===== src/rtl/uart_mmio_fifo_pkg.sv =====
// Shared register map, status/control bit positions and TX FSM encoding for the
// memory-mapped UART front end.
package uart_mmio_pkg;

    localparam logic [3:0] OFF_DATA   = 4'h0;
    localparam logic [3:0] OFF_STATUS = 4'h4;
    localparam logic [3:0] OFF_CTRL   = 4'h8;

    localparam int ST_TX_FULL    = 0;
    localparam int ST_TX_EMPTY   = 1;
    localparam int ST_RX_EMPTY   = 2;
    localparam int ST_RX_FULL    = 3;
    localparam int ST_RX_OVF     = 4;
    localparam int ST_TX_OVF     = 5;
    localparam int ST_RX_BRK     = 6;
    localparam int ST_RX_CNT_LSB = 8;
    localparam int ST_TX_CNT_LSB = 16;

    localparam int CTRL_RX_IE = 0;
    localparam int CTRL_TX_IE = 1;

    typedef enum logic [1:0] {
        TX_IDLE      = 2'd0,
        TX_WAIT_BUSY = 2'd1,
        TX_WAIT_DONE = 2'd2
    } tx_state_e;

    localparam logic [2:0] TX_BUSY_TIMEOUT = 3'd4;

endpackage


===== src/rtl/uart_mmio_fifo_if.sv =====
// CPU load/store port of the UART register window.
interface uart_mmio_fifo_if;
    logic [63:0] uart_addr;
    logic [31:0] uart_write_data;
    logic        uart_wen;
    logic        uart_ren;
    logic [31:0] uart_read_data;

    modport master (
        output uart_addr, uart_write_data, uart_wen, uart_ren,
        input  uart_read_data
    );

    modport slave (
        input  uart_addr, uart_write_data, uart_wen, uart_ren,
        output uart_read_data
    );
endinterface


===== src/rtl/uart_mmio_fifo_sync_fifo.sv =====
// Single-clock FIFO with wrap-bit pointers; a pop on a full FIFO frees the slot
// for a push in the same cycle.
module sync_fifo #(
    parameter int WIDTH = 8,
    parameter int DEPTH = 16
) (
    input  logic                     clk,
    input  logic                     rst_n,
    input  logic                     push,
    input  logic                     pop,
    input  logic [WIDTH-1:0]         din,
    output logic [WIDTH-1:0]         dout,
    output logic                     full,
    output logic                     empty,
    output logic [$clog2(DEPTH):0]   count
);
    localparam int AW = $clog2(DEPTH);

    logic [AW:0]      wptr_r;
    logic [AW:0]      rptr_r;
    logic [WIDTH-1:0] mem_r [DEPTH];
    logic             pop_ok_s;
    logic             push_ok_s;

    assign empty     = (wptr_r == rptr_r);
    assign full      = (wptr_r[AW] != rptr_r[AW]) && (wptr_r[AW-1:0] == rptr_r[AW-1:0]);
    assign count     = wptr_r - rptr_r;
    assign dout      = mem_r[rptr_r[AW-1:0]];
    assign pop_ok_s  = pop & ~empty;
    assign push_ok_s = push & (~full | pop_ok_s);

    // Pointer update; reset flushes the FIFO.
    always_ff @(posedge clk or negedge rst_n) begin
        if (!rst_n) begin
            wptr_r <= '0;
            rptr_r <= '0;
        end else begin
            if (push_ok_s) wptr_r <= wptr_r + (AW+1)'(1);
            if (pop_ok_s)  rptr_r <= rptr_r + (AW+1)'(1);
        end
    end

    // Storage array, written only on an accepted push.
    always_ff @(posedge clk) begin
        if (push_ok_s) mem_r[wptr_r[AW-1:0]] <= din;
    end
endmodule


===== src/rtl/uart_mmio_fifo.sv =====
// UART MMIO front end: TX/RX byte FIFOs, STATUS/CTRL registers, launch FSM
// pacing uart_tx by its busy flag, and a registered level interrupt.
module uart_mmio_fifo
    import uart_mmio_pkg::*;
#(
    parameter logic [63:0] BASE_ADDR    = 64'h1000_0000,
    parameter int          FIFO_DEPTH   = 16,
    parameter int          PAYLOAD_BITS = 8
) (
    input  logic                    clk,
    input  logic                    rst_n,
    uart_mmio_fifo_if.slave         bus,
    output logic [PAYLOAD_BITS-1:0] tx_data,
    output logic                    tx_en,
    input  logic                    tx_busy,
    input  logic [PAYLOAD_BITS-1:0] rx_data,
    input  logic                    rx_valid,
    input  logic                    rx_break,
    output logic                    irq
);
    localparam int CW = $clog2(FIFO_DEPTH) + 1;

    logic                    hit_s, wr_s, rd_s, rd_any_s;
    logic [3:0]              off_s;
    logic                    tx_push_s, tx_pop_s, tx_full_s, tx_empty_s;
    logic                    rx_pop_s, rx_full_s, rx_empty_s;
    logic [PAYLOAD_BITS-1:0] tx_dout_s, rx_dout_s;
    logic [CW-1:0]           tx_count_s, rx_count_s;
    logic                    wr_status_s, rx_ovf_set_s, tx_ovf_set_s;
    logic [31:0]             rd_data_s;
    logic [31:0]             rd_data_r;
    logic                    rx_ovf_r, tx_ovf_r, rx_brk_r, rx_ie_r, tx_ie_r, irq_r;
    tx_state_e               state_r;
    logic [2:0]              tmo_r;
    logic                    tx_en_r;
    logic [PAYLOAD_BITS-1:0] tx_data_r;
    logic                    unused_wdata_s;

    function automatic logic [31:0] pack_status(
        input logic tx_full, tx_empty, rx_empty, rx_full, rx_ovf, tx_ovf, rx_brk,
        input logic [CW-1:0] rx_cnt, tx_cnt
    );
        logic [31:0] s;
        s = 32'h0;
        s[ST_TX_FULL]  = tx_full;
        s[ST_TX_EMPTY] = tx_empty;
        s[ST_RX_EMPTY] = rx_empty;
        s[ST_RX_FULL]  = rx_full;
        s[ST_RX_OVF]   = rx_ovf;
        s[ST_TX_OVF]   = tx_ovf;
        s[ST_RX_BRK]   = rx_brk;
        s[ST_RX_CNT_LSB +: 8] = 8'(rx_cnt);
        s[ST_TX_CNT_LSB +: 8] = 8'(tx_cnt);
        return s;
    endfunction

    // A simultaneous write and read resolves in favour of the write.
    assign hit_s          = (bus.uart_addr[63:4] == BASE_ADDR[63:4]);
    assign off_s          = bus.uart_addr[3:0];
    assign rd_any_s       = bus.uart_ren & ~bus.uart_wen;
    assign wr_s           = bus.uart_wen & hit_s;
    assign rd_s           = rd_any_s & hit_s;
    assign tx_push_s      = wr_s & (off_s == OFF_DATA);
    assign rx_pop_s       = rd_s & (off_s == OFF_DATA) & ~rx_empty_s;
    assign wr_status_s    = wr_s & (off_s == OFF_STATUS);
    assign tx_pop_s       = (state_r == TX_IDLE) & ~tx_empty_s & ~tx_busy;
    assign rx_ovf_set_s   = rx_valid & rx_full_s & ~rx_pop_s;
    assign tx_ovf_set_s   = tx_push_s & tx_full_s & ~tx_pop_s;
    assign unused_wdata_s = ^bus.uart_write_data[31:PAYLOAD_BITS];

    sync_fifo #(.WIDTH(PAYLOAD_BITS), .DEPTH(FIFO_DEPTH)) u_tx_fifo (
        .clk(clk), .rst_n(rst_n), .push(tx_push_s), .pop(tx_pop_s),
        .din(bus.uart_write_data[PAYLOAD_BITS-1:0]), .dout(tx_dout_s),
        .full(tx_full_s), .empty(tx_empty_s), .count(tx_count_s)
    );

    sync_fifo #(.WIDTH(PAYLOAD_BITS), .DEPTH(FIFO_DEPTH)) u_rx_fifo (
        .clk(clk), .rst_n(rst_n), .push(rx_valid), .pop(rx_pop_s),
        .din(rx_data), .dout(rx_dout_s),
        .full(rx_full_s), .empty(rx_empty_s), .count(rx_count_s)
    );

    // Read mux; misses and reserved offsets return zero.
    always_comb begin
        rd_data_s = 32'h0;
        if (hit_s) begin
            case (off_s)
                OFF_DATA:   rd_data_s = rx_empty_s ? 32'h0 : 32'(rx_dout_s);
                OFF_STATUS: rd_data_s = pack_status(tx_full_s, tx_empty_s, rx_empty_s, rx_full_s,
                                                    rx_ovf_r, tx_ovf_r, rx_brk_r, rx_count_s, tx_count_s);
                OFF_CTRL:   rd_data_s = {30'h0, tx_ie_r, rx_ie_r};
                default:    rd_data_s = 32'h0;
            endcase
        end else begin
            rd_data_s = 32'h0;
        end
    end

    // Registered load data, updated only by a load that was not overridden by a store.
    always_ff @(posedge clk or negedge rst_n) begin
        if (!rst_n)        rd_data_r <= 32'h0;
        else if (rd_any_s) rd_data_r <= rd_data_s;
        else               rd_data_r <= rd_data_r;
    end

    // Sticky error flags (W1C, a same-cycle set wins) and CTRL enables.
    always_ff @(posedge clk or negedge rst_n) begin
        if (!rst_n) begin
            rx_ovf_r <= 1'b0;
            tx_ovf_r <= 1'b0;
            rx_brk_r <= 1'b0;
            rx_ie_r  <= 1'b0;
            tx_ie_r  <= 1'b0;
        end else begin
            if (rx_ovf_set_s)                                  rx_ovf_r <= 1'b1;
            else if (wr_status_s && bus.uart_write_data[ST_RX_OVF]) rx_ovf_r <= 1'b0;
            if (tx_ovf_set_s)                                  tx_ovf_r <= 1'b1;
            else if (wr_status_s && bus.uart_write_data[ST_TX_OVF]) tx_ovf_r <= 1'b0;
            if (rx_break)                                      rx_brk_r <= 1'b1;
            else if (wr_status_s && bus.uart_write_data[ST_RX_BRK]) rx_brk_r <= 1'b0;
            if (wr_s && (off_s == OFF_CTRL)) begin
                rx_ie_r <= bus.uart_write_data[CTRL_RX_IE];
                tx_ie_r <= bus.uart_write_data[CTRL_TX_IE];
            end
        end
    end

    // Level interrupt, one cycle behind the FIFO state.
    always_ff @(posedge clk or negedge rst_n) begin
        if (!rst_n) irq_r <= 1'b0;
        else        irq_r <= (rx_ie_r & ~rx_empty_s) | (tx_ie_r & tx_empty_s);
    end

    // Launch FSM; the WAIT_BUSY timeout recovers from a launch uart_tx never saw.
    always_ff @(posedge clk or negedge rst_n) begin
        if (!rst_n) begin
            state_r   <= TX_IDLE;
            tmo_r     <= 3'd0;
            tx_en_r   <= 1'b0;
            tx_data_r <= '0;
        end else begin
            case (state_r)
                TX_IDLE: begin
                    tmo_r <= 3'd0;
                    if (tx_pop_s) begin
                        tx_en_r   <= 1'b1;
                        tx_data_r <= tx_dout_s;
                        state_r   <= TX_WAIT_BUSY;
                    end else begin
                        tx_en_r   <= 1'b0;
                    end
                end
                TX_WAIT_BUSY: begin
                    tx_en_r <= 1'b0;
                    if (tx_busy)                                state_r <= TX_WAIT_DONE;
                    else if (tmo_r == TX_BUSY_TIMEOUT - 3'd1)   state_r <= TX_IDLE;
                    else                                        tmo_r   <= tmo_r + 3'd1;
                end
                TX_WAIT_DONE: begin
                    tx_en_r <= 1'b0;
                    if (!tx_busy) state_r <= TX_IDLE;
                    else          state_r <= TX_WAIT_DONE;
                end
                default: begin
                    tx_en_r <= 1'b0;
                    state_r <= TX_IDLE;
                end
            endcase
        end
    end

    assign bus.uart_read_data = rd_data_r;
    assign tx_en              = tx_en_r;
    assign tx_data            = tx_data_r;
    assign irq                = irq_r;
endmodule


===== src/flat_wrapper.sv =====
// flat-port wrapper written by rule: the top's interface ports become plain ports
module uart_mmio_fifo_flat import uart_mmio_pkg::*;
#(
    parameter logic [63:0] BASE_ADDR    = 64'h1000_0000,
    parameter int          FIFO_DEPTH   = 16,
    parameter int          PAYLOAD_BITS = 8
)
  (clk, rst_n, tx_data, tx_en, tx_busy, rx_data, rx_valid, rx_break, irq, bus_uart_addr, bus_uart_write_data, bus_uart_wen, bus_uart_ren, bus_uart_read_data);
  uart_mmio_fifo_if bus_i ();
  input  logic clk;
  input  logic rst_n;
  output logic [PAYLOAD_BITS-1:0] tx_data;
  output logic tx_en;
  input  logic tx_busy;
  input  logic [PAYLOAD_BITS-1:0] rx_data;
  input  logic rx_valid;
  input  logic rx_break;
  output logic irq;
  input wire logic [$bits(bus_i.uart_addr)-1:0] bus_uart_addr;
  input wire logic [$bits(bus_i.uart_write_data)-1:0] bus_uart_write_data;
  input wire logic [$bits(bus_i.uart_wen)-1:0] bus_uart_wen;
  input wire logic [$bits(bus_i.uart_ren)-1:0] bus_uart_ren;
  output wire logic [$bits(bus_i.uart_read_data)-1:0] bus_uart_read_data;
  assign bus_i.uart_addr = bus_uart_addr;
  assign bus_i.uart_write_data = bus_uart_write_data;
  assign bus_i.uart_wen = bus_uart_wen;
  assign bus_i.uart_ren = bus_uart_ren;
  assign bus_uart_read_data = bus_i.uart_read_data;
  uart_mmio_fifo #(.BASE_ADDR(BASE_ADDR), .FIFO_DEPTH(FIFO_DEPTH), .PAYLOAD_BITS(PAYLOAD_BITS)) u_core (.clk(clk), .rst_n(rst_n), .bus(bus_i), .tx_data(tx_data), .tx_en(tx_en), .tx_busy(tx_busy), .rx_data(rx_data), .rx_valid(rx_valid), .rx_break(rx_break), .irq(irq));
endmodule

===== config.mk =====
export PLATFORM = sky130hd
export DESIGN_NAME = uart_mmio_fifo_flat
export DESIGN_NICKNAME = d
export VERILOG_FILES = /design/src/rtl/uart_mmio_fifo_pkg.sv /design/src/rtl/uart_mmio_fifo_if.sv /design/src/rtl/uart_mmio_fifo_sync_fifo.sv /design/src/rtl/uart_mmio_fifo.sv /design/src/flat_wrapper.sv
export SDC_FILE = /design/constraint.sdc
export NUM_CORES = 1
export LEC_CHECK = 0
export BUFFER_PORTS_ARGS = -buffer_cell sky130_fd_sc_hd__buf_2
export CORE_ASPECT_RATIO = 0.75
export CORE_UTILIZATION = 30
export DETAILED_ROUTE_END_ITERATION = 12
export PLACE_DENSITY_LB_ADDON = 0.15
export SYNTH_ARGS = -nofsm -noshare
export SYNTH_HDL_FRONTEND = slang
export SYNTH_SLANG_ARGS = --single-unit

===== constraint.sdc =====
create_clock -name clk -period 6.9 [get_ports clk]
set_input_delay 1.035 -clock clk [delete_from_list [all_inputs] [get_ports clk]]
set_output_delay 1.035 -clock clk [all_outputs]
set_load 0.03 [all_outputs]

## Yosys cells after proc, flatten, opt, wreduce, memory -nomap -nowiden

Memories as Yosys holds them, arrays and structs flattened. A register that Yosys moved wholly into a read port is not among the register bits.
Index checks and enable logic that the tools add are counted.

| word-level totals | value |
|---|---|
| memory bits (writable) | 256 |
| word-level logic and storage cells | 108 |
| input port bits | 111 |
| memories | 2 |
| output and inout port bits | 42 |
| register bits | 64 |

Memories:

| memory | words | bits a word | rd ports | clocked after Yosys merged registers in | wr ports | RTL line | text |
|---|---|---|---|---|---|---|---|
| u_core.u_rx_fifo.mem_r | 16 | 8 | 1 | 0 | 1 | uart_mmio_fifo_sync_fifo.sv:21 | `logic [WIDTH-1:0] mem_r [DEPTH];` |
| u_core.u_tx_fifo.mem_r | 16 | 8 | 1 | 1 | 1 | uart_mmio_fifo_sync_fifo.sv:21 |  |

| cells by class | value |
|---|---|
| multiplexer cells | 23 |
| add/subtract/negate cells | 7 |
| bitwise gates (word level) | 30 |
| reductions and logical operators | 16 |
| eq/ne operators | 16 |

Operators with widths:

| kind | count |
|---|---|
| one-hot mux 32 bit (3 select lines) | 1 |
| == test 60 x 25 -> 1 bit, second input constant | 1 |
| two-way mux 32 bit | 1 |
| adder 5 x 1 -> 5 bit, second input constant | 4 |
| AND 1 bit | 19 |
| two-way mux 1 bit | 12 |
| == test 5 bit | 2 |
| subtractor 5 bit | 2 |
| == test 4 bit | 2 |
| two-way mux 2 bit | 4 |
| two-way mux 8 bit | 1 |
| inverter 1 bit | 8 |
| nonzero test 2 bit | 4 |
| logical AND 1 bit | 6 |
| two-way mux 3 bit | 2 |
| one-hot mux 2 bit (3 select lines) | 1 |
| one-hot mux 3 bit (2 select lines) | 1 |
| == test 4 x 3 -> 1 bit, second input constant | 1 |
| == test 4 bit, second input constant | 1 |
| zero test 4 bit | 1 |
| != test 2 bit, second input constant | 2 |
| AND reduction 2 bit | 2 |
| adder 3 x 1 -> 3 bit, second input constant | 1 |
| == test 3 x 2 -> 1 bit, second input constant | 1 |
| 9 further kinds | 12 |

## Longest topological paths before layout

Gate-level depths: netlist (run 1).

| logic depth | value |
|---|---|
| word-level depth | 10 |
| mapped depth | 11 |

## Cells and area by module

From an unflattened synthesis (run 1), not the netlist that was laid out.

| unflattened totals | value |
|---|---|
| cells, all modules | 776 |
| area total of the unflattened synthesis | 13439.1 um^2 |

Modules (own cells, without submodules):

| module | instances | sequential area each (um^2) | area an instance (um^2) | cells an instance |
|---|---|---|---|---|
| sync_fifo at u_core.u_rx_fifo | 1 | 4093.9 | 5754.3 | 295 |
| sync_fifo at u_core.u_tx_fifo | 1 | 4093.9 | 5745.5 | 297 |
| uart_mmio_fifo | 1 | 950.9 | 1939.4 | 184 |

## Worst setup path before layout (run 1)

Ideal clock, no wire load.

| path | value |
|---|---|
| path type | in2reg |
| from | in bus_uart_addr[26] |
| to | mem u_core.u_tx_fifo.mem_r[3][0] (enable) |
| cell stages on the path | 6 |
| path buffers | 0 |
| setup time | 383 ps |
| data required time | 6517 ps |
| path slack | 3422 ps |
| arrival time | 3094 ps |
| cell sequence | nor4b_2 -> nand4_1 -> or3_4 -> nor4_4 -> nand2_1 -> nor3_1 |

| between the ends | value |
|---|---|
| cells in the longest elaborated chain, start to end | 6 |

Ends and longest elaborated chain:

| what | RTL line | text |
|---|---|---|
| start: declaration | flat_wrapper.sv:19 | `input wire logic [$bits(bus_i.uart_addr)-1:0] bus_uart_addr;` |
| == test 60 x 25 -> 1 bit | uart_mmio_fifo.sv:58 | `assign hit_s = (bus.uart_addr[63:4] == BASE_ADDR[63:4]);` |
| AND 1 bit | uart_mmio_fifo.sv:61 | `assign wr_s = bus.uart_wen & hit_s;` |
| AND 1 bit | uart_mmio_fifo.sv:63 | `assign tx_push_s = wr_s & (off_s == OFF_DATA);` |
| AND 1 bit | uart_mmio_fifo_sync_fifo.sv:30 | `assign push_ok_s = push & (~full \| pop_ok_s);` |
| two-way mux 1 bit | uart_mmio_fifo_sync_fifo.sv:45 | `if (push_ok_s) mem_r[wptr_r[AW-1:0]] <= din;` |
| two-way mux 1 bit (implied by the code) | uart_mmio_fifo_sync_fifo.sv:45 |  |
| end: declaration | uart_mmio_fifo_sync_fifo.sv:21 |  |

Every way passes these cells.

## Worst setup path in the final report (run 1)

| path | value |
|---|---|
| from | reg u_core.u_rx_fifo.rptr_r[3] |
| to | mem u_core.u_rx_fifo.mem_r[10][7] (enable) |

| between the ends | value |
|---|---|
| cells in the longest elaborated chain, start to end | 8 |

Ends and longest elaborated chain:

| what | RTL line | text |
|---|---|---|
| start: declaration | uart_mmio_fifo_sync_fifo.sv:20 | `logic [AW:0] rptr_r;` |
| start signal: assignment | uart_mmio_fifo_sync_fifo.sv:39 | `if (pop_ok_s) rptr_r <= rptr_r + (AW+1)'(1);` |
| == test 5 bit | uart_mmio_fifo_sync_fifo.sv:25 | `assign empty = (wptr_r == rptr_r);` |
| inverter 1 bit | uart_mmio_fifo_sync_fifo.sv:29, uart_mmio_fifo.sv:64 |  |
| AND 1 bit | uart_mmio_fifo.sv:64 | `assign rx_pop_s = rd_s & (off_s == OFF_DATA) & ~rx_empty_s;` |
| AND 1 bit | uart_mmio_fifo_sync_fifo.sv:29 | `assign pop_ok_s = pop & ~empty;` |
| bitwise OR 1 bit * | uart_mmio_fifo_sync_fifo.sv:30 |  |
| AND 1 bit * | uart_mmio_fifo_sync_fifo.sv:30 |  |
| two-way mux 1 bit * | uart_mmio_fifo_sync_fifo.sv:45 |  |
| two-way mux 1 bit (implied by the code) * | uart_mmio_fifo_sync_fifo.sv:45 |  |
| end: declaration | uart_mmio_fifo_sync_fifo.sv:21 |  |

Every way passes the cells marked *; elsewhere a longest branch is shown, timed or not.

==> results.cfg, run 1 <==
[pwr]
clkPwrFrac_pct = 34.8
power.share.switching_pct = 28.0
p_int_mw = 3.67
p_leak_nw = 5.39
power_frac_seq_pct = 44.8
power.density_nw_per_um2 = 331
power_frac_comb_pct = 20.4
ir_worst_vdd_mv = 0.157
p_sw_mw = 1.43

[floorplan]
initial_core_util_pct = 30.8
core_um2 = 42600
io_pins = 153
die_h_um = 183
die_area_um2 = 44600
dieWidth_um = 243
rows = 65

[grt]
antenna_found_initial = 1
globalRouteTotalUtil_pct = 14.4
grt_pass1_vias = 7253
grt_max_degree = 59
overflow = 0
grt_pass1_wl_um = 47600

[clocking]
clkTransAtPathRegs_ns = 0.06
tritoncts = built
cts_buffers = 35
post_cts.repair.setup_buffers = 0
ctsHtreeMaxLevel = 2
cts-root-buf = clkbuf_16
cts_resized = 0
clock_latency_ns = 0.51
cts_sinks = 314
clock_path_buffers = 3
ctsHoldBuffers = 0

[synth]
synth_flop_cell = edfxtp_1
synth_area_leaders = edfxtp_1, mux4_2, dfrtp_1, ha_1, nand2_1
synth_area_um2 = 13100
synth.avg_cell_area_um2 = 17.0
yosysWarnings = 0
yosysTopAreaCell = edfxtp_1
synth-seq-cells = 314
synth_cell_types = 55
syn-instance-count = 771
yosysSeqAreaShare_pct = 69.7
synth-edff-count = 256
ys_async_sr_fraction_pct = 18.5
synth_most_common_cell = edfxtp_1
post-synth-top-area-fraction_pct = 58.6
ys_top_cells_by_count = edfxtp_1, nand2_1, mux4_2, dfrtp_1, a21oi_1

[timing]
rsz0062_at_grt = no
finalSetupViolCount = 0
fin_crit_ns = 4.17
fin_hold_ws_ns = 0.479
fin_skew_ns = 0.0154
hold_viol = 0
max_clock_freq_mhz = 240
period_share_pct = 60.5
tns_ns = 0
final_max_slew_viol_count = 0
max_slew_margin_pct = 32.3
worst_slew_pin_slew_ns = 1.01

[setup_path]
crit_fanout = 18
cp.required_ns = 7.03
crit_start = u_core.u_rx_fifo.rptr_r[3]$_DFFE_PN0P_
path_class = reg -> reg
rr_startpoint = u_core.u_rx_fifo.rptr_r[3]$_DFFE_PN0P_
arrival_ns = 4.31
start_kind = flop
cp-end-kind = flop

[finish]
instances_no_fill = 1497
drive_gt1_share_pct = 28.4
fin_util_pct = 36.2
syn2layout_area_growth_pct = 17.5
fin_nets = 1036

[route]
first_iter_violations = 578
wirelength_um = 32000
dr_total_vias = 7124
via_per_inst = 4.76
wl_per_cell_um = 21.3
drc = 0
ant_nets = 0
dr.pass1.iters = 5

[placed_design]
port_buffers = 114
numPlacedInstances = 1433
gp_congestion = 0.730
hpwl_um = 21500

[min_path]
min_from = u_core.bus.uart_read_data[4]$_DFFE_PN0P_
hold_class = reg -> reg

[outcome]
run_status = finished, final reports clean

[job]
cap_violations = 0
worst max-delay path, stage by stage (launching register included):
cell and delay [ns]:
dfrtp_1 0.80, inv_2 0.41, ha_1 0.44, and4_1 0.30, a21oi_2 0.48, a21oi_2 0.37
nor3_1 0.40, and2_1 0.57
per-layer routing:
layer	GRT usage, %	routed length [µm]	up-vias
met5	0	0	-
li1	-	-	3266
met4	3.72	552	0
met3	2.30	1320	37
met1	22.5	16600	3659
met2	20.6	13500	162
flip-flops by register name (all words and copies together) (netlist names):
register,cells
u_core.tmo_r,3
u_core.u_tx_fifo.rptr_r,5
u_core.irq,1
u_core.u_rx_fifo.rptr_r,5
u_core.rx_ovf_r,1
u_core.tx_ie_r,1
u_core.tx_en,1
u_core.rx_brk_r,1
u_core.u_rx_fifo.wptr_r,5
u_core.state_r,2
u_core.u_tx_fifo.mem_r,128
u_core.u_rx_fifo.mem_r,128
u_core.bus.uart_read_data,18
u_core.tx_data,8
u_core.rx_ie_r,1
u_core.tx_ovf_r,1
u_core.u_tx_fifo.wptr_r,5
stage by stage:
step	area, µm²	setup WS [ns]	total power, mW
finish	15400	2.73	5.10
CTS	15400	2.69	5.17
global placement	14300	2.70	3.37
detailed placement	14300	2.70	3.38
floorplan	13200	3.42	3.04
global route	15400	2.53	5.33
layout make-up:
cell class | count | area (µm²)
clock buffer | 53 | 1020
timing repair buffer | 124 | 646
fill | 4043 | 27200
tap | 569 | 712
multi-input combinational | 407 | 3760
antenna | 1 | 2.50
sequential | 314 | 9140
inverter | 19 | 71.3
clock inverter | 10 | 71.3
logic make-up after synthesis:
group	Yosys count	share of synthesized area (%)
adders and majority gates	24	2.40
xor gates and xnor gates	26	1.79
muxes	89	13.0
other	1	0.0286
buffers and inverters	63	2.36
AOI/OAI and AO/OA	83	3.89
DFF	314	69.7
and+or+nand+nor	171	6.80
power groups by stage:
stage	logic (mW)	registers (mW)	clock network (mW)
after floorplan	0.701	2.34	0
after global placement	1.05	2.32	0
after detailed placement	1.06	2.33	0
after CTS	1.06	2.29	1.82
after global routing	1.14	2.30	1.89
final	1.04	2.29	1.77
cell usage in the layout (no fill, tap or decap), types with 3 or more instances in the layout:
cell / count
nor4_2: 3
clkbuf_8: 3
mux2i_1: 18
nor4_1: 14
dfrtp_1: 56
clkbuf_16: 37
nand2b_1: 8
buf_4: 10
mux2_2: 6
conb_1: 14
nor2_1: 18
o21ai_0: 19
mux4_2: 65
nand2_1: 68
buf_2: 114
nand4_1: 9
a21oi_1: 27
a22oi_1: 3
xor2_1: 9
clkinv_1: 6
ha_1: 22
inv_1: 16
nand3_1: 10
clkbuf_1: 13
nor3_1: 11
clkinv_2: 3
a211oi_1: 4
and2_1: 9
nor3_2: 7
a31oi_1: 8
a21o_1: 6
a22o_1: 4
edfxtp_1: 256
xnor2_1: 16
path summary, 6_finish.rpt:
path | endpoint | slack (ns) | cells after the start
setup / recovery | u_core.u_rx_fifo.mem_r[10][7]$_DFFE_PP_ | 2.73 | 7
hold / removal | u_core.bus.uart_read_data[4]$_DFFE_PN0P_ | 0.48 | 2
setup reg to reg | u_core.u_rx_fifo.mem_r[10][7]$_DFFE_PP_ | 2.73 | 7
hold reg to reg | u_core.bus.uart_read_data[4]$_DFFE_PN0P_ | 0.48 | 2
max in group asynchronous | u_core.u_tx_fifo.rptr_r[0]$_DFFE_PN0P_ | 5.59 | 2
min in group asynchronous | u_core.tmo_r[0]$_DFFE_PN0P_ | 0.70 | 2
No activity file was read; power rests on OpenSTA's default activity.
==> run 2, diff against run 1 <==
--- a/config.mk
+++ b/config.mk
@@ -5,6 +5,7 @@
 export SDC_FILE = /design/constraint.sdc
 export NUM_CORES = 1
 export LEC_CHECK = 0
+export ABC_AREA = 1
 export BUFFER_PORTS_ARGS = -buffer_cell sky130_fd_sc_hd__buf_2
 export CORE_ASPECT_RATIO = 0.75
 export CORE_UTILIZATION = 30
==> constraint.sdc (replaced) <==
create_clock -name clk -period 3.85 [get_ports clk]
set_input_delay 0.5775 -clock clk [delete_from_list [all_inputs] [get_ports clk]]
set_output_delay 0.5775 -clock clk [all_outputs]
set_load 0.03 [all_outputs]
==> run 2 against run 1 <==
Count of clock-buffer cells in the layout up 1. Sequential power up 75%. Clock power up 84%. Maximum frequency up 34%. Register-to-register slack worse by 2.0 ns. Sequential cell count unchanged. First-iteration DRC count up 33%. Non-clock buffer count up 32.
==> results.cfg, run 2 <==
[outcome]
run_status = finished, final reports clean

[finish]
final_common_cell = nor2_1
syn2layout_area_growth_pct = 17.5
regArea_um2 = 9140
multi_input_area_um2 = 4190
fin_nets = 1608
antennaDiodeCount = 0
n_fill_cell = 4558
final_cell_mix = nor2_1, edfxtp_1, nand2_1
drive_gt1_share_pct = 13.9

[synth]
synth_cell_types = 35
synth_most_common_cell = nor2_1
synth-compound-area-share_pct = 7.94
synth_area_um2 = 13900
synth-edff-count = 256
synth-xor-area-share_pct = 1.26
yosys.area_share.adder_pct = 2.28
synth.avg_cell_area_um2 = 10.4
yosysTopAreaCell = edfxtp_1
synthMuxAreaShare_pct = 0
ys_async_sr_fraction_pct = 18.5
synth_top_family_by_area = simple AND/OR/NAND/NOR gates
yosysSeqAreaShare_pct = 66.0
ys_top_cells_by_count = nor2_1, edfxtp_1, nand2_1, o21ai_0, dfrtp_1
syn-instance-count = 1336
yosysWarnings = 0
post-synth-top-area-fraction_pct = 55.5
synthSimpleGateAreaFrac_pct = 18.4
synth_area_leaders = edfxtp_1, dfrtp_1, nor2_1, nand2_1, o21ai_0
synth_flop_cell = edfxtp_1
synth-seq-cells = 314

[pwr]
p_leak_nw = 6.22
power.density_nw_per_um2 = 574
ir_worst_vdd_mv = 0.337

[clocking]
cts_buffers = 36
tritoncts = built
cts_resized = 0
ctsHoldBuffers = 0
ctsHtreeMaxLevel = 2
clock_latency_ns = 0.51
clock_path_buffers = 3
cts-root-buf = clkbuf_16
cts_sinks = 314
post_cts.repair.setup_buffers = 0
clkTransAtPathRegs_ns = 0.06

[timing]
finalSetupViolCount = 0
rsz0062_at_grt = no
worst_slew_pin_slew_ns = 0.966
max_clock_freq_mhz = 321
period_share_pct = 81.0
fin_skew_ns = 0.0117
final_max_slew_viol_count = 0
fin_hold_ws_ns = 0.199
hold_viol = 0
fin_crit_ns = 3.12
tns_ns = 0
max_slew_margin_pct = 35.6

[setup_path]
rr_startpoint = u_core.u_rx_fifo.rptr_r[3]$_DFFE_PN0P_
cp-end-kind = flop
reg2reg_slack_ns = 0.73
start_kind = flop
arrival_ns = 3.26
crit_start = u_core.u_rx_fifo.rptr_r[3]$_DFFE_PN0P_
path_class = reg -> reg
cp.required_ns = 3.99
r2r_cells = 9
crit_fanout = 17
crit_end = u_core.u_rx_fifo.mem_r[9][2]$_DFFE_PP_
r2r_end = u_core.u_rx_fifo.mem_r[9][2]$_DFFE_PP_

[grt]
globalRouteTotalUtil_pct = 16.0
grt_pass1_wl_um = 57600
antenna_found_initial = 0
grt_max_degree = 68
grt_pass1_vias = 9515
overflow = 0

[route]
drc = 0
ant_nets = 0
wl_per_cell_um = 18.0
dr_total_vias = 9774
first_iter_violations = 770
via_per_inst = 4.69
dr.pass1.iters = 6
wirelength_um = 37600

[placed_design]
hpwl_um = 24700
gp_congestion = 0.797
port_buffers = 114

[min_path]
hold_class = in -> async

[floorplan]
dieWidth_um = 250
die_h_um = 188
rows = 67
core_um2 = 45100
die_area_um2 = 47100
io_pins = 153
initial_core_util_pct = 30.7

[job]
cap_violations = 0
==> run 2: changes by cell type after synthesis, sizes merged, moves of 38 or more <==
cell,change
nand2,+158
o21ai,+135
inv,+38
nand3,+43
mux4,-65
nor2,+317
==> run 2: area by class of cell <==
cell class,count,share of cell area (%)
clock buffer,54,6.20
tap,586,4.50
sequential,314,56.1
inverter,60,1.38
multi-input combinational,905,25.7
timing repair buffer,156,5.44
clock inverter,9,0.592
==> run 2: power breakdown <==
part	total [mW]	internal (mW)	switching, mW
sequential	4.01	3.90	0.104
combinational	2.08	0.624	1.46
clock	3.26	1.94	1.32
total	9.35	6.47	2.88
==> run 2: worst min path at each step <==
stage,slack (ns),start,cells after the start,to
after floorplan,0.28,rst_n,0,u_core.bus.uart_read_data[0]$_DFFE_PN0P_
after global placement,0.46,u_core.bus.uart_read_data[3]$_DFFE_PN0P_,2,u_core.bus.uart_read_data[3]$_DFFE_PN0P_
after detailed placement,0.47,u_core.rx_ovf_r$_DFFE_PN0P_,2,u_core.rx_ovf_r$_DFFE_PN0P_
after CTS,0.23,rst_n,1,u_core.tmo_r[1]$_DFFE_PN0P_
after global routing,0.28,rst_n,1,u_core.tmo_r[1]$_DFFE_PN0P_
final,0.20,rst_n,1,u_core.tmo_r[1]$_DFFE_PN0P_
==> run 2: cell families (layout without fill, tap and decap cells) <==
| kind of cell | Yosys count | in the layout |
|---|---|---|
| other | 1 | 14 |
| DFF | 314 | 314 |
| xor gates and xnor gates | 20 | 20 |
| buffers and inverters | 130 | 279 |
| adders and majority gates | 24 | 24 |
| and+or+nand+nor | 640 | 640 |
| AOI/OAI and AO/OA | 207 | 207 |
==> run 2: critical path: stages, from the launching register on <==
cell	delay (ns)
dfrtp_1	0.39
inv_1	0.33
ha_1	0.36
nand4_1	0.15
nor2_1	0.11
nor2_4	0.23
nand4_4	0.21
nand2_4	0.16
nand2_4	0.15
nor2_1	0.65
==> run 2: routing by layer <==
layer	vias to the layer above	global-route usage (%)	routed length [µm]
met5	-	0	0
met4	0	4.27	738
met3	48	2.69	2140
met2	258	23.0	15300
met1	4683	24.7	19400
li1	4785	-	-
==> run 2: metrics by stage <==
| stage | std cells | utilization, % | total power [mW] | setup slack (ns) | cell area (µm²) |
|---|---|---|---|---|---|
| after global placement | 2021 | 33.7 | 6.15 | 0.744 | 15200 |
| after floorplan | 1349 | - | 5.44 | 0.985 | 13900 |
| after global routing | 2084 | 36.1 | 9.83 | 0.502 | 16300 |
| after detailed placement | 2021 | 33.7 | 6.17 | 0.703 | 15200 |
| after CTS | 2084 | 36.1 | 9.46 | 0.658 | 16300 |
| final | 2084 | 36.1 | 9.35 | 0.731 | 16300 |
==> run 3, diff against run 2 <==
==> constraint.sdc (replaced) <==
create_clock -name clk -period 2.72 [get_ports clk]
set_input_delay 0.408 -clock clk [delete_from_list [all_inputs] [get_ports clk]]
set_output_delay 0.408 -clock clk [all_outputs]
set_load 0.03 [all_outputs]
==> run 3 against run 2 <==
Critical path depth down 1. Die area unchanged. Critical path type unchanged. Non-clock buffer count is 15 higher. Design area grew 0.85%. Sequential cell count is the same. Routed wire length about the same. Global-route usage is essentially flat. Register-to-register slack got worse by 0.48 ns.
==> results.cfg, run 3 (same netlist as run 2, synthesis figures left out) <==
[floorplan]
io_pins = 153
rows = 67
die_h_um = 188
dieWidth_um = 250
die_area_um2 = 47100
initial_core_util_pct = 30.7
core_um2 = 45100

[setup_path]
crit_family = simple AND/OR/NAND/NOR gates
crit_fanout = 17
path_cells = ha_1 > nand4_1 > nor2_1 > nor2_4 > nand4_4 > nand2_4 > nand2_4 > nor2_2
critPathMostFrequentCell = nand2_4
path_class = reg -> reg
cp-end-kind = flop
reg2reg_slack_ns = 0.26
arrival_ns = 2.63
crit_slowest_cell = dfrtp_1
crit_end = u_core.u_rx_fifo.mem_r[14][5]$_DFFE_PP_
r2r_end = u_core.u_rx_fifo.mem_r[14][5]$_DFFE_PP_
r2r_cells = 8
path_buf_inv = 0
rr_startpoint = u_core.u_rx_fifo.wptr_r[2]$_DFFE_PN0P_
cp.required_ns = 2.89
cp.depth = 8
critPathMaxStageDelay_ns = 0.45
start_kind = flop
crit_start = u_core.u_rx_fifo.wptr_r[2]$_DFFE_PN0P_

[route]
wl_per_cell_um = 17.9
wirelength_um = 37600
dr.pass1.iters = 5
dr_total_vias = 9753
first_iter_violations = 810
via_per_inst = 4.64
drc = 0
ant_nets = 0

[timing]
worst_slew_pin_slew_ns = 0.775
fin_hold_ws_ns = 0.0905
fin_skew_ns = 0.0225
final_max_slew_viol_count = 0
fin_crit_ns = 2.46
finalSetupViolCount = 0
max_clock_freq_mhz = 406
period_share_pct = 90.6
max_slew_margin_pct = 47.9
rsz0062_at_grt = no
hold_viol = 0

[clocking]
post_cts.repair.setup_buffers = 0
clock_path_buffers = 3
cts_sinks = 314
ctsHtreeMaxLevel = 2
cts-root-buf = clkbuf_16
cts_buffers = 37
tritoncts = built
clkTransAtPathRegs_ns = 0.06
clock_latency_ns = 0.53

[pwr]
clkPwrFrac_pct = 34.2
p_leak_nw = 6.29
power.density_nw_per_um2 = 803
power_frac_seq_pct = 43.0
power.share.switching_pct = 31.4
p_int_mw = 9.04
ir_worst_vdd_mv = 0.371
p_sw_mw = 4.14
power_frac_comb_pct = 22.8

[grt]
globalRouteTotalUtil_pct = 16.0
grt_pass1_vias = 9465
overflow = 0
grt_max_degree = 67
grt_pass1_wl_um = 57200
antenna_found_initial = 0

[finish]
fin_util_pct = 36.4
antennaDiodeCount = 0
multi_input_area_um2 = 4230
final_cell_mix = nor2_1, edfxtp_1, nand2_1
final_common_cell = nor2_1
fin_nets = 1624
drive_gt1_share_pct = 15.5
n_fill_cell = 4543
regArea_um2 = 9140
syn2layout_area_growth_pct = 18.5

[outcome]
run_status = finished, final reports clean

[placed_design]
port_buffers = 114
hpwl_um = 24900
gp_congestion = 0.788

[job]
cap_violations = 0

[min_path]
hold_class = in -> reg
## run 3: worst min path at each step
| stage | start | end | slack (ns) | cells past startpoint |
|---|---|---|---|---|
| finish | rx_break | u_core.rx_brk_r$_DFFE_PN0P_ | 0.09 | 3 |
| global route | rx_break | u_core.rx_brk_r$_DFFE_PN0P_ | 0.08 | 3 |
| CTS | rx_break | u_core.rx_brk_r$_DFFE_PN0P_ | 0.06 | 3 |
| detailed placement | u_core.tx_ovf_r$_DFFE_PN0P_ | u_core.tx_ovf_r$_DFFE_PN0P_ | 0.46 | 2 |
| global placement | u_core.bus.uart_read_data[2]$_DFFE_PN0P_ | u_core.bus.uart_read_data[2]$_DFFE_PN0P_ | 0.46 | 2 |
| floorplan | rst_n | u_core.bus.uart_read_data[0]$_DFFE_PN0P_ | 0.11 | 0 |
## run 3: area by class of cell
cell class / count / share of cell area (%)
Clock buffer: 47 / 5.87
Clock inverter: 20 / 0.739
Inverter: 60 / 1.37
Multi-Input combinational cell: 905 / 25.7
Sequential cell: 314 / 55.7
Tap cell: 586 / 4.46
Timing Repair Buffer: 171 / 6.17
## run 3: layer usage
metal,vias up,share of wire (%),global-route usage (%)
met2,237,41,22.8
met3,43,5.6,2.68
met5,-,0,0
met1,4653,52,24.9
li1,4820,-,-
met4,0,1.7,3.92
## run 3: tightest hold or removal path, delay by kind of cell
kind | cells | cell delay (ns)
buffers and inverters | 2 | 0.11
AND/OR/NAND/NOR | 1 | 0.05
## run 3: through the flow
stage | cell area (µm²) | setup WS [ns] | TNS (ns) | total power [mW] | cells
global route | 16400 | 0.0272 | 0 | 13.9 | 2103
finish | 16400 | 0.255 | 0 | 13.2 | 2103
global placement | 15300 | 0.265 | 0 | 8.79 | 2035
detailed placement | 15300 | 0.223 | 0 | 8.81 | 2035
floorplan | 13900 | -0.145 | -17.40 | 7.71 | 1349
CTS | 16400 | 0.207 | 0 | 13.4 | 2103
## run 3: power by group through the flow
stage | Combinational, mW | Sequential, mW | Clock [mW]
floorplan | 1.84 | 5.87 | 0
global placement | 3.02 | 5.76 | 0
detailed placement | 3.04 | 5.77 | 0
CTS | 3.05 | 5.68 | 4.64
global route | 3.37 | 5.71 | 4.82
finish | 3.01 | 5.67 | 4.50
## run 3: timing repair
| action | in CTS | in global routing |
|---|---|---|
| hold buffers | 1 | 0 |
| setup endpoints to repair | 0 | 0 |
| endpoints found under the hold margin | 21 | 0 |
| gates resized for setup | 0 | 0 |
